$ cat src/rtl/regfile_param.sv
// regfile_param: parametrised register file with optional write bypass, busy scoreboard and hardware clear sequencer
module regfile_param #(
    parameter int XLEN   = 64,
    parameter int NREGS  = 32,
    parameter int AW     = $clog2(NREGS),
    parameter int BYPASS = 1
) (
    input  logic            clk,
    input  logic            rst,
    input  logic [AW-1:0]   rs1,
    input  logic [AW-1:0]   rs2,
    input  logic [AW-1:0]   rd,
    input  logic [XLEN-1:0] write_data,
    input  logic            reg_write,
    input  logic            issue_valid,
    input  logic [AW-1:0]   issue_rd,
    output logic [XLEN-1:0] read_data1,
    output logic [XLEN-1:0] read_data2,
    output logic            rs1_busy,
    output logic            rs2_busy,
    output logic            ready
);
    typedef enum logic {CLEAR, RUN} state_t;
    state_t                state, state_nxt;
    logic                  ready_nxt;
    logic [AW-1:0]         clr_idx;
    logic [NREGS-1:0]      busy;
    logic [XLEN-1:0]       regs [NREGS];
    logic                  run, clr_last, wr_en, iss_en;
    assign run      = state == RUN;
    assign clr_last = clr_idx == AW'(NREGS - 1);
    assign wr_en    = reg_write && rd != '0;
    assign iss_en   = issue_valid && issue_rd != '0;
    always_comb begin
        state_nxt = state;
        ready_nxt = ready;
        if (state == CLEAR && clr_last) begin
            state_nxt = RUN;
            ready_nxt = 1'b1;
        end
    end
    always_ff @(posedge clk) begin
        if (rst) begin
            state   <= CLEAR;
            ready   <= 1'b0;
            clr_idx <= '0;
            busy    <= '0;
        end else begin
            state <= state_nxt;
            ready <= ready_nxt;
            if (state == CLEAR && !clr_last)
                clr_idx <= clr_idx + 1'b1;
            if (run) begin
                if (wr_en)
                    busy[rd] <= 1'b0;
                if (iss_en)
                    busy[issue_rd] <= 1'b1;
            end
        end
    end
    always_ff @(posedge clk) begin
        if (!rst) begin
            if (state == CLEAR)
                regs[clr_idx] <= '0;
            else if (wr_en)
                regs[rd] <= write_data;
        end
    end
    assign read_data1 = (!run || rs1 == '0) ? '0 :
                        (BYPASS != 0 && reg_write && rd == rs1) ? write_data : regs[rs1];
    assign read_data2 = (!run || rs2 == '0) ? '0 :
                        (BYPASS != 0 && reg_write && rd == rs2) ? write_data : regs[rs2];
    assign rs1_busy   = run && busy[rs1];
    assign rs2_busy   = run && busy[rs2];
endmodule

$ cat config.mk
export PLATFORM = sky130hd
export DESIGN_NAME = regfile_param
export DESIGN_NICKNAME = d
export VERILOG_FILES = /design/src/rtl/regfile_param.sv
export SDC_FILE = /design/constraint.sdc
export NUM_CORES = 2
export LEC_CHECK = 0
export BUFFER_PORTS_ARGS = -buffer_cell sky130_fd_sc_hd__buf_2
export CAP_MARGIN = 10
export CORE_ASPECT_RATIO = 1.4
export CORE_MARGIN = 8
export CORE_UTILIZATION = 55
export DETAILED_ROUTE_END_ITERATION = 8
export PLACE_DENSITY = 0.74
export SYNTH_ARGS = -nofsm -noshare
export SYNTH_HDL_FRONTEND = slang
export SYNTH_SLANG_ARGS = --single-unit
$ cat constraint.sdc
create_clock -name clk -period 9.83 [get_ports clk]
set_clock_uncertainty 0.15 [all_clocks]
set_input_delay 1.4745 -clock clk [delete_from_list [all_inputs] [get_ports clk]]
set_output_delay 1.4745 -clock clk [all_outputs]
set_load 0.05 [all_outputs]
==> summary.txt <==
CP delay by family, top - buffers and inverters
DP HPWL - 159000 um
Syn Inst Count - 5337
Layout Nets - 5515
area growth from synthesis to layout - 9.99%
Die X - 373 um
Root Buffer - clkbuf_16
io pins - 219
P_leak - 0.0323 uW
global routing met2 resource utilization - 0.508
HP Class - register to register
DR WL/cell - 39.4 um
slew margin rel. - 0.0992
Critical Path, Cell by Cell - buf_8 -> buf_4 -> nand3_4 -> buf_4 -> o22ai_1 -> a211oi_1 -> a22o_1 -> buf_2
Worst Max-Slew Pin Slew - 1.35 ns
via density per instance - 7.71
Resized cells post-CTS - 0
final cell count without fillers - 7901
clk_lat worst skew - 0.83 ns
Max Fclk - 0.135 GHz
most frequent cells in the layout - edfxtp_1 (2048), mux4_2 (851), mux2i_1 (580), nand2_1 (242), buf_2 (208)
die footprint - 192000 um2
Core Box Area - 177000 um2
critical path buffer and inverter count - 4
Post-Syn Nets - 5427
CTS Buf Count - 191
CTS tree - done
status - complete, no violations
min cycle time layout - 7.42 ns
GR Util met3 - 0.0833
Antenna Violating Nets Remaining - 0
first-pass GRT wire length - 438000 um
sequential area share after synthesis - 0.635
Total GRT Usage - 0.316
commonest non-fill, non-tap cell in the layout - edfxtp_1
grt peak-use layer - met2
final core utilization - 0.608
CP most frequent cell - buf_4
Syn Std Cell Area - 98000 um2
GRT met1 Usage - 0.400
clock slew at reported path FFs - 0.06 ns
Remaining Overflow, GRT - 0
RSZ-0062 raised after global routing - false
# DRC - 0
Fin. Hold Viols - 0
Setup TNS - 0 ns
CP max stage cell - nand3_4
WP data required - 8.21 ns
critical path capture point type - primary output
Critical Path Source Type - input pin
Initial Util - 0.553
critical path class - input pin to primary output
Peak VDD IR - 199 uV
Post-synth EDFFs - 2048
IO Port Bufs - 218
vias in the first global route - 61524
largest net degree at the start of global routing - 138
drt total wl - 311000 um
layout cells sized above 1 - 0.276
max-slew violations - 0
CP max stage delay - 1.13 ns
Initial DRC Count - 9685
die height - 515 um
initial antenna violation count - 20
Design Area, Final - 108000 um2
dpl cells - 7544
worst-path fanout max - 48
dpl cell area - 102000 um2
H-tree levels - 4
max cap viols - 0
Yosys Warn Count - 0
syn avg cell area - 18.4 um2
library cells used by synthesis - 54
FF+latch count, synth - 2086
Clock Path Buffers - 3
gpl congestion - 0.830
hold_buf cts - 0
Final Cycle Share - 0.754
power density cells - 171 nW/um2
Synth Flop Type - edfxtp_1
Sink Count - 2086
DRT Pass-1 Iters - 6
asr flop ratio synth - 0
row count - 183
CP arrival - 5.79 ns
Via Count - 60926
postcts setup bufs - 0
setup violators final - 0
[sequential cells by signal, indices dropped and copies added, names as in the netlist]
signal,cells
clr_idx,5
run,1
busy,32
regs,2048
[layout make-up]
class                   count  area (um2)
diodes                      8        20.0
clock buffers             231        4970
clock inverters           118        1220
fillers                 12473       69400
inverters                   7        30.0
multi-input cells        2797       33900
flip-flops and latches   2086       62300
well taps                2312        2890
repair buffers            342        2480
[worst register-to-register path: cells and delay by family (launching register included)]
kind	cells	cell delay (ns)
AO/OA/AOI/OAI	1	0.85
buffers and inverters	2	1.60
flip-flops	1	0.75
multiplexers	1	0.40
AND/OR/NAND/NOR	3	1.63
[synthesized netlist by cell type, types with 57 or more instances]
cell,number,area share
a22oi_1,123,0.0094
o221ai_1,116,0.010
edfxtp_1,2048,0.63
mux4_2,851,0.20
and2_1,72,0.0046
buf_2,192,0.0098
a41oi_1,58,0.0052
a22o_1,58,0.0052
o22ai_1,57,0.0036
nor2_1,107,0.0041
o21ai_0,149,0.0076
clkbuf_1,180,0.0069
nand2_1,242,0.0093
a21oi_1,109,0.0056
a32o_1,65,0.0066
mux2i_1,580,0.059
[path summary, 6_finish.rpt]
kind | slack (ns) | depth (start not counted) | startpoint | endpoint
worst min-delay path | 0.34 | 1 | busy[0]$_SDFFE_PP0P_ | busy[0]$_SDFFE_PP0P_
worst max register to register | 4.07 | 7 | run$_SDFFE_PP0P_ | regs[22][19]$_DFFE_PP_
worst min register to register | 0.34 | 1 | busy[0]$_SDFFE_PP0P_ | busy[0]$_SDFFE_PP0P_
worst max-delay path | 2.41 | 8 | rs1[2] | read_data1[39]
[through the flow]
step / setup slack, ns / hold WS [ns] / total power, uW
final: 2.41 / 0.341 / 18400
after global routing: 2.42 / 0.349 / 18700
after CTS: 2.62 / 0.337 / 18400
after detailed placement: 2.64 / 0.329 / 11100
after global placement: 2.67 / 0.317 / 11100
after floorplan: 2.24 / 0.305 / 10700
[report_power, final]
group	leakage [uW]	total, uW	switching (uW)	internal, uW
combinational	0.0124	1220	743	474
sequential	0.0169	9710	26.8	9680
clock	0.00300	7460	3370	4100
[metal layers]
metal,vias up,wire length [um]
met5,-,84
li1,23016,-
met1,31571,103000
met3,1181,42000
met4,12,19300
met2,5146,147000
[logic make-up (layout without fill, tap and decap cells)]
family                   after synthesis  after routing  synth area share
flip-flops                          2086           2086             0.635
multiplexers                        1444           1444             0.256
AO/OA/AOI/OAI                        836            836            0.0617
AND/OR/NAND/NOR                      502            502            0.0230
buffers and inverters                454            698            0.0222
XOR/XNOR                              13             13           0.00116
adder cells (fa/ha/maj)                2              2          0.000255
other                                  0              8                 0
(Power assumes the default switching activity.)
